File: src/rtl/seg7_scan_feeder_if.sv
// Display-feeder bus: value/dot load and frame handshake in, frame word and status out.
interface seg7_scan_feeder_if;
  logic [15:0] i_Value16;
  logic [3:0]  i_DotMask;
  logic        i_Load;
  logic        i_FrameDone;
  logic [15:0] o_Data16;
  logic [1:0]  o_DigitIdx;
  logic        o_Pending;

  modport master (
    output i_Value16, i_DotMask, i_Load, i_FrameDone,
    input  o_Data16, o_DigitIdx, o_Pending
  );

  modport slave (
    input  i_Value16, i_DotMask, i_Load, i_FrameDone,
    output o_Data16, o_DigitIdx, o_Pending
  );
endinterface

File: src/rtl/seg7_scan_feeder.sv
// Multiplexes four hex digits onto a serial LED shifter frame word, one digit per
// DWELL_FRAMES frames, with new values applied only at the 3->0 scan boundary.
module seg7_scan_feeder #(
  parameter int DWELL_FRAMES = 16
) (
  input  logic               i_CLK,
  input  logic               i_RESET,
  seg7_scan_feeder_if.slave  bus
);
  typedef enum logic {BLANK = 1'b0, SCAN = 1'b1} state_t;

  localparam logic [7:0]  DWELL_LAST = 8'(DWELL_FRAMES - 1);
  localparam logic [15:0] BLANK_WORD = 16'h00FF;

  state_t      state, state_nxt;
  logic [15:0] pend_val, act_val, act_val_nxt;
  logic [3:0]  pend_dot, act_dot, act_dot_nxt;
  logic        pending;
  logic [7:0]  frame_cnt, cnt_nxt;
  logic [1:0]  digit_idx, digit_nxt;
  logic        apply, dwell_end, word_upd;
  logic [15:0] data_p1, word_nxt;

  function automatic logic [6:0] seg_encode(input logic [3:0] nib);
    case (nib)
      4'h0: seg_encode = 7'h3F;
      4'h1: seg_encode = 7'h06;
      4'h2: seg_encode = 7'h5B;
      4'h3: seg_encode = 7'h4F;
      4'h4: seg_encode = 7'h66;
      4'h5: seg_encode = 7'h6D;
      4'h6: seg_encode = 7'h7D;
      4'h7: seg_encode = 7'h07;
      4'h8: seg_encode = 7'h7F;
      4'h9: seg_encode = 7'h6F;
      4'hA: seg_encode = 7'h77;
      4'hB: seg_encode = 7'h7C;
      4'hC: seg_encode = 7'h39;
      4'hD: seg_encode = 7'h5E;
      4'hE: seg_encode = 7'h79;
      default: seg_encode = 7'h71;
    endcase
  endfunction

  function automatic logic [15:0] frame_word(input logic [15:0] val, input logic [3:0] dot,
                                             input logic [1:0] idx);
    logic [3:0] nib;
    logic [3:0] sel;
    nib = 4'(val >> {idx, 2'b00});
    sel = ~(4'b0001 << idx);
    frame_word = {dot[idx], seg_encode(nib), 4'hF, sel};
  endfunction

  always_ff @(posedge i_CLK) begin
    if (i_RESET) state <= BLANK;
    else         state <= state_nxt;
  end

  always_comb begin
    state_nxt = state;
    if (state == BLANK && bus.i_FrameDone && pending) state_nxt = SCAN;
  end

  // Scan control: dwell counting, digit advance, and boundary application of the pending buffer.
  always_comb begin
    apply       = 1'b0;
    dwell_end   = 1'b0;
    cnt_nxt     = frame_cnt;
    digit_nxt   = digit_idx;
    if (bus.i_FrameDone) begin
      if (state == BLANK) begin
        apply = pending;
      end else begin
        dwell_end = (frame_cnt == DWELL_LAST);
        apply     = dwell_end && (digit_idx == 2'd3) && pending;
        cnt_nxt   = dwell_end ? 8'd0 : frame_cnt + 8'd1;
        digit_nxt = dwell_end ? digit_idx + 2'd1 : digit_idx;
      end
    end
    act_val_nxt = apply ? pend_val : act_val;
    act_dot_nxt = apply ? pend_dot : act_dot;
    word_upd    = bus.i_FrameDone && (state_nxt == SCAN);
    word_nxt    = frame_word(act_val_nxt, act_dot_nxt, digit_nxt);
  end

  // Registered frame word: changes only right after a frame latch, never mid-frame.
  always_ff @(posedge i_CLK) begin
    if (i_RESET) begin
      pend_val  <= '0;
      pend_dot  <= '0;
      pending   <= 1'b0;
      act_val   <= '0;
      act_dot   <= '0;
      frame_cnt <= '0;
      digit_idx <= '0;
      data_p1   <= BLANK_WORD;
    end else begin
      if (bus.i_Load) begin
        pend_val <= bus.i_Value16;
        pend_dot <= bus.i_DotMask;
        pending  <= 1'b1;
      end else if (apply) begin
        pending  <= 1'b0;
      end
      act_val   <= act_val_nxt;
      act_dot   <= act_dot_nxt;
      frame_cnt <= cnt_nxt;
      digit_idx <= digit_nxt;
      if (word_upd) data_p1 <= word_nxt;
    end
  end

  assign bus.o_Data16   = data_p1;
  assign bus.o_DigitIdx = digit_idx;
  assign bus.o_Pending  = pending;
endmodule
File: src/flat_wrapper.sv
// flat-port wrapper written by rule: the top's interface ports become plain ports
module seg7_scan_feeder_flat 
#(
  parameter int DWELL_FRAMES = 16
)
  (i_CLK, i_RESET, bus_i_Value16, bus_i_DotMask, bus_i_Load, bus_i_FrameDone, bus_o_Data16, bus_o_DigitIdx, bus_o_Pending);
  seg7_scan_feeder_if bus_i ();
  input  logic i_CLK;
  input  logic i_RESET;
  input wire logic [$bits(bus_i.i_Value16)-1:0] bus_i_Value16;
  input wire logic [$bits(bus_i.i_DotMask)-1:0] bus_i_DotMask;
  input wire logic [$bits(bus_i.i_Load)-1:0] bus_i_Load;
  input wire logic [$bits(bus_i.i_FrameDone)-1:0] bus_i_FrameDone;
  output wire logic [$bits(bus_i.o_Data16)-1:0] bus_o_Data16;
  output wire logic [$bits(bus_i.o_DigitIdx)-1:0] bus_o_DigitIdx;
  output wire logic [$bits(bus_i.o_Pending)-1:0] bus_o_Pending;
  assign bus_i.i_Value16 = bus_i_Value16;
  assign bus_i.i_DotMask = bus_i_DotMask;
  assign bus_i.i_Load = bus_i_Load;
  assign bus_i.i_FrameDone = bus_i_FrameDone;
  assign bus_o_Data16 = bus_i.o_Data16;
  assign bus_o_DigitIdx = bus_i.o_DigitIdx;
  assign bus_o_Pending = bus_i.o_Pending;
  seg7_scan_feeder #(.DWELL_FRAMES(DWELL_FRAMES)) u_core (.i_CLK(i_CLK), .i_RESET(i_RESET), .bus(bus_i));
endmodule
File: config.mk
export PLATFORM = sky130hd
export DESIGN_NAME = seg7_scan_feeder_flat
export DESIGN_NICKNAME = d
export VERILOG_FILES = /design/src/rtl/seg7_scan_feeder_if.sv /design/src/rtl/seg7_scan_feeder.sv /design/src/flat_wrapper.sv
export SDC_FILE = /design/constraint.sdc
export NUM_CORES = 1
export LEC_CHECK = 0
export ABC_AREA = 0
export CAP_MARGIN = 5
export CORE_MARGIN = 10
export CORE_UTILIZATION = 61
export CTS_BUF_LIST = sky130_fd_sc_hd__clkbuf_8
export DETAILED_ROUTE_END_ITERATION = 16
export GPL_TIMING_DRIVEN = 0
export PLACE_DENSITY = 0.87
export SLEW_MARGIN = 20
export SYNTH_ARGS = -nofsm -noshare
export SYNTH_HDL_FRONTEND = slang
export SYNTH_SLANG_ARGS = --single-unit
File: constraint.sdc
create_clock -name i_CLK -period 5.58 [get_ports i_CLK]
set_input_delay 1.116 -clock i_CLK [delete_from_list [all_inputs] [get_ports i_CLK]]
set_output_delay 1.116 -clock i_CLK [all_outputs]
set_load 0.02 [all_outputs]
==> flow_summary_export.csv, run 1 <==
group,metric,value,unit
logic_synthesis,postSynthAreaPerCell,9.63,µm²
critical_path,path_buf_inv,3,
clock_network,cts_sinks,64,
pwr,p_int,804,µW
floorplan,rows,26,
hold_path,holdCritStartpoint,"u_core.bus.o_Data16[0]",
clock_network,clk_pin_slew,0.07,ns
pwr,p_per_area,279,nW/µm²
sta,max_slew_margin,45.4,%
critical_path,timing.critical_path.slowest_stage_cell,"clkdlybuf4s50_1",
logic_synthesis,synth-edff-count,0,
logic_synthesis,yosys_register_bits,64,
critical_path,cp_top_family,"compound AO/OA/AOI/OAI gates",
logic_synthesis,yosysUniqueCellTypes,61,
sta,fin_skew,0.00758,ns
sta,setup_viol,0,
floorplan,io_pins,43,
sta,rsz0062_at_grt,"false",
global_route,grt_overflow,0,
layout,layout_common_cells,"64 x dfxtp_1, 52 x nor2_1, 36 x clkdlybuf4s50_1",
detailed_routing,post_drt_via_cell_ratio,5.68,
logic_synthesis,yosys-top-cells-area,"dfxtp_1 41%, mux2i_1 11%, nor2_1 6.2%",
hold_path,hold_path_end,"u_core.bus.o_Data16[0]",
sta,maxClockFrequency,233,MHz
layout,drive_gt1_share,13.8,%
clock_network,postCtsSetupRepairBufs,0,
floorplan,start_util,62.3,%
global_route,grt_pass1_vias,2591,
sta,timing.hold.ws,0.464,ns
clock_network,hold_buffers,0,
sta,finalSetupTns,0,ns
critical_path,required,5.88,ns
clock_network,cts_tree,"built",
critical_path,critPathKind,"input pin to flop",
detailed_routing,firstDrtPassIters,7,
clock_network,cts-buffers-inserted,9,
logic_synthesis,netlist_area,3160,µm²
logic_synthesis,synth-main-ff-cell,"dfxtp_1",
pwr,swShare,25.1,%
placed_design,port_buffers,36,
floorplan,die_area,8460,µm²
pwr,p_seq_share,45.5,%
placed_design,hpwlAfterDp,5.30,mm
logic_synthesis,synth_area_leader_cell,"dfxtp_1",
critical_path,cp.arrival,4.59,ns
critical_path,r2r-end,"u_core.bus.o_Data16[14]",
floorplan,coreArea,5070,µm²
placed_design,globalplace.congestion,0.880,
flow_run,cap_viol_max_count,0,
critical_path,slowest_delay,0.49,ns
global_route,antenna_found_initial,0,
global_route,track_usage,18.0,%
logic_synthesis,synthCells,328,
clock_network,root_buffer,"clkbuf_8",
logic_synthesis,yosysSeqAreaShare,40.6,%
clock_network,clockBufferDepth,2,
critical_path,reg2reg_slack,2.08,ns
critical_path,crit_chain,"clkdlybuf4s50_1 > and2_0 > clkbuf_1 > o21ai_0 > a311oi_1 > o22ai_1 > a221oi_2 > inv_1 > ha_1 > mux2_1 > nand2_1 > a32o_1",
detailed_routing,vias,2574,
global_route,grt_max_degree,13,
floorplan,die_x,92.0,µm
logic_synthesis,yosys_warnings,0,
pwr,p_comb_share,12.1,%
critical_path,cp-end-kind,"flop",
sta,slew_violations,0,
detailed_routing,antenna_left,0,
pwr,clkPwrFrac,42.4,%
status,outcome,"complete, no violations",
detailed_routing,drc,0,
pwr,p_total,1.07,mW
clock_network,ctsHtreeMaxLevel,3,
layout,antenna_cells,0,
logic_synthesis,async_reset_ff_share,0,%
sta,post-route-period-util,77.0,%
global_route,grt_pass1_wl,12.5,mm
placed_design,dp.cells,437,
hold_path,hold_depth,2,
layout,nets,411,
sta,finalHoldViolations,0,
floorplan,die_h,92.0,µm
critical_path,ff2ff_path_depth,10,
clock_network,cts-resized-gates,0,
logic_synthesis,synth_top_area_share,40.6,%
sta,period_minus_slack,4.30,ns
clock_network,worstSkewPairLatency,0.35,ns
critical_path,cp_max_fo,10,
sta,worst_pin_slew,0.820,ns
detailed_routing,wl_per_cell,15.9,µm
pwr,p_sw,270,µW
hold_path,hold_path.class,"flop to flop",
layout,n_fill_cell,375,
pwr,ir_drop,0.000222,V
critical_path,worstReg2RegStart,"u_core.frame_cnt[4]",
detailed_routing,drt-total-wl,7.22,mm
pwr,power.leakage,1.57,nW
detailed_routing,drt_iter0_drc,165,
layout,final_common_cell,"dfxtp_1",
layout,syn_to_final_growth,21.8,%
critical_path,cp-start-kind,"input pin",
layout,fin_cells,453,
## how the worst max path moves through the flow
stage          depth (start not counted)                       to  slack [ns]             from
6_report                              12  u_core.bus.o_Data16[14]        1.28  bus_i_FrameDone
3_5_place_dp                          12  u_core.bus.o_Data16[14]        0.98  bus_i_FrameDone
3_3_place_gp                          12  u_core.bus.o_Data16[14]        1.06  bus_i_FrameDone
5_1_grt                               12  u_core.bus.o_Data16[14]        1.01  bus_i_FrameDone
2_1_floorplan                         10  u_core.bus.o_Data16[12]        2.19  bus_i_FrameDone
4_1_cts                               12  u_core.bus.o_Data16[14]        1.31  bus_i_FrameDone
## layout make-up
class / count / area (µm²) / area share (%)
flip-flops and latches: 64 / 1280 / 33.3
well taps: 70 / 87.6 / 2.28
repair buffers: 36 / 360 / 9.37
clock buffers: 10 / 138 / 3.58
plain buffers: 24 / 171 / 4.46
inverters: 6 / 22.5 / 0.585
multi-input cells: 237 / 1700 / 44.1
clock inverters: 6 / 91.3 / 2.37
## power by group through the flow
stage          clock [mW]  combinational (mW)  sequential (mW)
5_1_grt             0.483               0.142            0.491
4_1_cts             0.459               0.130            0.488
3_3_place_gp            0               0.126            0.498
2_1_floorplan           0              0.0735            0.505
3_5_place_dp            0               0.129            0.499
6_report            0.456               0.130            0.489
## synth_stat cells, drive strengths merged, types with 2 or more instances
cell type,instances
nand2,21
nand4b,4
a211oi,2
and4b,2
a311oi,5
a31oi,2
ha,9
a221oi,3
a21oi,6
xor2,4
o211ai,2
and3,3
dfxtp,64
a32o,4
a211o,3
buf,14
clkbuf,10
o21ba,2
o21a,3
o22a,2
inv,6
and2,4
nor2b,4
nand4,4
nor2,54
nand3b,2
o21ai,10
o32ai,2
nor3,9
o22ai,4
mux2i,35
and4,5
nand3,7
mux2,3
a21boi,2
xnor2,5
## stage by stage
step	util, %	cell area, µm²	setup WS [ns]
after floorplan	-	3170	2.19
after global placement	71.3	3620	1.06
after detailed placement	71.3	3620	0.976
after CTS	75.8	3850	1.31
after global routing	75.8	3850	1.01
final	75.8	3850	1.28
## worst register-to-register path, delay by kind of cell (launching register included)
kind                       cells  cell delay, ns
muxes                          2            0.85
adders and majority gates      1            0.27
DFF                            1            0.37
and+or+nand+nor                3            0.97
buffers and inverters          1            0.17
AOI/OAI and AO/OA              3            0.83
## sequential cells by signal, indices dropped and copies added, names as in the netlist
register and count:
u_core.bus.o_Pending 1, u_core.act_dot 4, u_core.bus.o_DigitIdx 2, u_core.pend_val 16
u_core.state 1, u_core.bus.o_Data16 12, u_core.frame_cnt 8, u_core.pend_dot 4
u_core.act_val 16
## metal layers
layer / track usage (%) / vias up / wire [µm]
met4: 9.38 / 0 / 157
li1: - / 1264 / -
met1: 22.6 / 1223 / 3290
met2: 27.8 / 74 / 3370
met5: 0 / - / 0
met3: 4.40 / 13 / 407
## cell families after synthesis
logic type,share of synthesized area (%)
muxes,12.3
adders and majority gates,3.56
buffers and inverters,6.14
and+or+nand+nor,20.1
AOI/OAI and AO/OA,14.8
xor gates and xnor gates,2.49
other,0.119
DFF,40.6
(Power assumes the default switching activity.)
==> inputs of run 2 (changes only) <==
--- a/config.mk
+++ b/config.mk
@@ -8,11 +8,11 @@
 export ABC_AREA = 0
 export CAP_MARGIN = 5
 export CORE_MARGIN = 10
-export CORE_UTILIZATION = 61
+export CORE_UTILIZATION = 57
 export CTS_BUF_LIST = sky130_fd_sc_hd__clkbuf_8
 export DETAILED_ROUTE_END_ITERATION = 16
 export GPL_TIMING_DRIVEN = 0
-export PLACE_DENSITY = 0.87
+export PLACE_DENSITY = 0.82
 export SLEW_MARGIN = 20
 export SYNTH_ARGS = -nofsm -noshare
 export SYNTH_HDL_FRONTEND = slang
==> constraint.sdc (replaced) <==
create_clock -name i_CLK -period 4.18 [get_ports i_CLK]
set_input_delay 0.836 -clock i_CLK [delete_from_list [all_inputs] [get_ports i_CLK]]
set_output_delay 0.836 -clock i_CLK [all_outputs]
set_load 0.02 [all_outputs]
==> run 2 against run 1 <==
Worst hold slack gained 0.0039 ns. Final area grew 2.0%. First-iteration DRC count shrank 21%. Sequential power grew 34%. Wire length grew 0.72%. Clock power grew 69%. Power grew 49%. Flip-flop and latch count is the same. Cell count grew 0.44%. Via count shrank 2.1%. Clock skew is essentially flat. Critical path depth is the same. Critical endpoint unchanged. Highest routed layer unchanged.
==> flow_summary_export.csv, run 2 (synthesis results as in run 1) <==
group,metric,value,unit
floorplan,die_h,94.5,µm
clock_network,clk_pin_slew,0.07,ns
layout,postLayoutCellArea,3920,µm²
layout,layout_common_cells,"64 x dfxtp_1, 52 x nor2_1, 36 x clkdlybuf4s50_1",
global_route,grt_pass1_wl,12.0,mm
critical_path,cp_max_fo,10,
critical_path,path_buf_inv,3,
sta,slew_violations,0,
floorplan,coreArea,5440,µm²
clock_network,cts_sinks,64,
hold_path,holdCritStartpoint,"u_core.bus.o_Data16[14]",
detailed_routing,drt-total-wl,7.27,mm
critical_path,cp_top_family,"compound AO/OA/AOI/OAI gates",
critical_path,cp-start-kind,"input pin",
status,outcome,"complete, no violations",
floorplan,die_area,8920,µm²
sta,post-route-period-util,91.4,%
critical_path,cp-end-kind,"flop",
pwr,p_seq_share,40.9,%
critical_path,crit_chain,"clkdlybuf4s50_1 > and2_0 > clkbuf_1 > o21ai_0 > a311oi_1 > o22ai_1 > a221oi_4 > inv_1 > ha_1 > mux2_1 > nand2_1 > a32o_1",
layout,final_common_cell,"dfxtp_1",
detailed_routing,post_drt_via_cell_ratio,5.54,
placed_design,hpwlAfterDp,5.28,mm
sta,period_minus_slack,3.82,ns
layout,nets,411,
critical_path,reg2reg_slack,0.62,ns
critical_path,cp.arrival,4.12,ns
layout,drive_gt1_share,13.8,%
detailed_routing,wl_per_cell,16.0,µm
floorplan,die_x,94.5,µm
detailed_routing,antenna_left,0,
global_route,grt_overflow,0,
detailed_routing,firstDrtPassIters,4,
clock_network,ctsHtreeMaxLevel,3,
pwr,p_per_area,407,nW/µm²
sta,setup_viol,0,
sta,max_slew_margin,47.7,%
critical_path,required,4.48,ns
critical_path,timing.critical_path.slowest_stage_cell,"clkdlybuf4s50_1",
placed_design,port_buffers,36,
sta,finalHoldViolations,0,
pwr,clkPwrFrac,48.3,%
pwr,swShare,22.4,%
hold_path,hold_path.class,"flop to flop",
detailed_routing,drc,0,
pwr,power.leakage,1.61,nW
detailed_routing,vias,2521,
sta,maxClockFrequency,262,MHz
flow_run,cap_viol_max_count,0,
floorplan,start_util,58.1,%
layout,regArea,1280,µm²
clock_network,cts-buffers-inserted,9,
critical_path,ff2ff_path_depth,9,
placed_design,globalplace.congestion,0.844,
sta,rsz0062_at_grt,"false",
critical_path,critPathKind,"input pin to flop",
detailed_routing,drt_iter0_drc,130,
floorplan,io_pins,43,
global_route,grt_max_degree,13,
placed_design,place_area,3620,µm²
pwr,p_comb_share,10.8,%
global_route,antenna_found_initial,0,
sta,worst_pin_slew,0.785,ns
placed_design,dp.cells,439,
layout,n_fill_cell,432,
hold_path,hold_path_end,"u_core.bus.o_Data16[14]",
clock_network,worstSkewPairLatency,0.36,ns
clock_network,postCtsSetupRepairBufs,0,
hold_path,hold_depth,1,
pwr,p_int,1.24,mW
floorplan,rows,27,
layout,syn_to_final_growth,24.2,%
layout,multi_input_area,1710,µm²
critical_path,r2r-end,"u_core.bus.o_Data16[12]",
global_route,grt_pass1_vias,2512,
pwr,p_sw,358,µW
layout,antenna_cells,0,
critical_path,slowest_delay,0.51,ns
clock_network,clockBufferDepth,2,
layout,fin_cells,455,
sta,fin_skew,0.00714,ns
pwr,ir_drop,0.000314,V
critical_path,worstReg2RegStart,"u_core.frame_cnt[7]",
clock_network,cts_tree,"built",
pwr,p_total,1.60,mW
global_route,track_usage,16.9,%
clock_network,root_buffer,"clkbuf_8",
run 2: changes by cell type in the layout (fill, tap and decap cells not counted), sizes merged:
cell,change
clkinv,+2
clkbuf,-1
bufinv,+3
clkinvlp,-3
inv,-1
run 2: repair_timing:
action / in CTS / in global routing
hold buffers: 0 / 0
setup endpoints to repair: 0 / 1
gates resized for setup: 0 / 1
run 2: how the worst max path moves through the flow:
stage | from | end | depth (start not counted)
2_1_floorplan | bus_i_FrameDone | u_core.bus.o_Data16[12] | 10
3_3_place_gp | bus_i_FrameDone | u_core.bus.o_Data16[14] | 12
3_5_place_dp | bus_i_FrameDone | u_core.bus.o_Data16[14] | 12
4_1_cts | bus_i_FrameDone | u_core.bus.o_Data16[14] | 12
5_1_grt | bus_i_FrameDone | u_core.bus.o_Data16[14] | 12
6_report | bus_i_FrameDone | u_core.bus.o_Data16[14] | 12
run 2: power by group through the flow:
stage	Combinational (mW)	Sequential, mW	Clock, mW
after floorplan	0.0981	0.674	0
after global placement	0.169	0.665	0
after detailed placement	0.172	0.666	0
after CTS	0.173	0.652	0.776
after global routing	0.189	0.655	0.813
final	0.173	0.653	0.771
run 2: cell type report:
type	count	share of cell area, %
tap	72	2.30
buffer	24	4.37
clock buffer	9	3.16
multi-input combinational	237	43.5
sequential	64	32.7
timing repair buffer	36	9.18
clock inverter	7	4.27
inverter	6	0.574
run 2: per-stage QoR:
step | hold slack (ns) | util (%) | setup TNS (ns) | setup slack, ns
floorplan | 0.452 | - | 0 | 1.07
global placement | 0.445 | 66.6 | -0.0724 | -0.0536
detailed placement | 0.459 | 66.6 | -0.0674 | -0.0442
CTS | 0.469 | 71.9 | 0 | 0.318
global route | 0.493 | 72.1 | 0 | 0.0904
finish | 0.468 | 72.1 | 0 | 0.359
run 2: metal layers:
| metal | track usage [%] | share of wire, % | vias to the layer above |
|---|---|---|---|
| met5 | 0 | 0 | - |
| met4 | 8.35 | 2.5 | 0 |
| met3 | 5.15 | 5.6 | 14 |
| met2 | 26.0 | 47 | 63 |
| met1 | 21.2 | 45 | 1175 |
| li1 | - | - | 1269 |
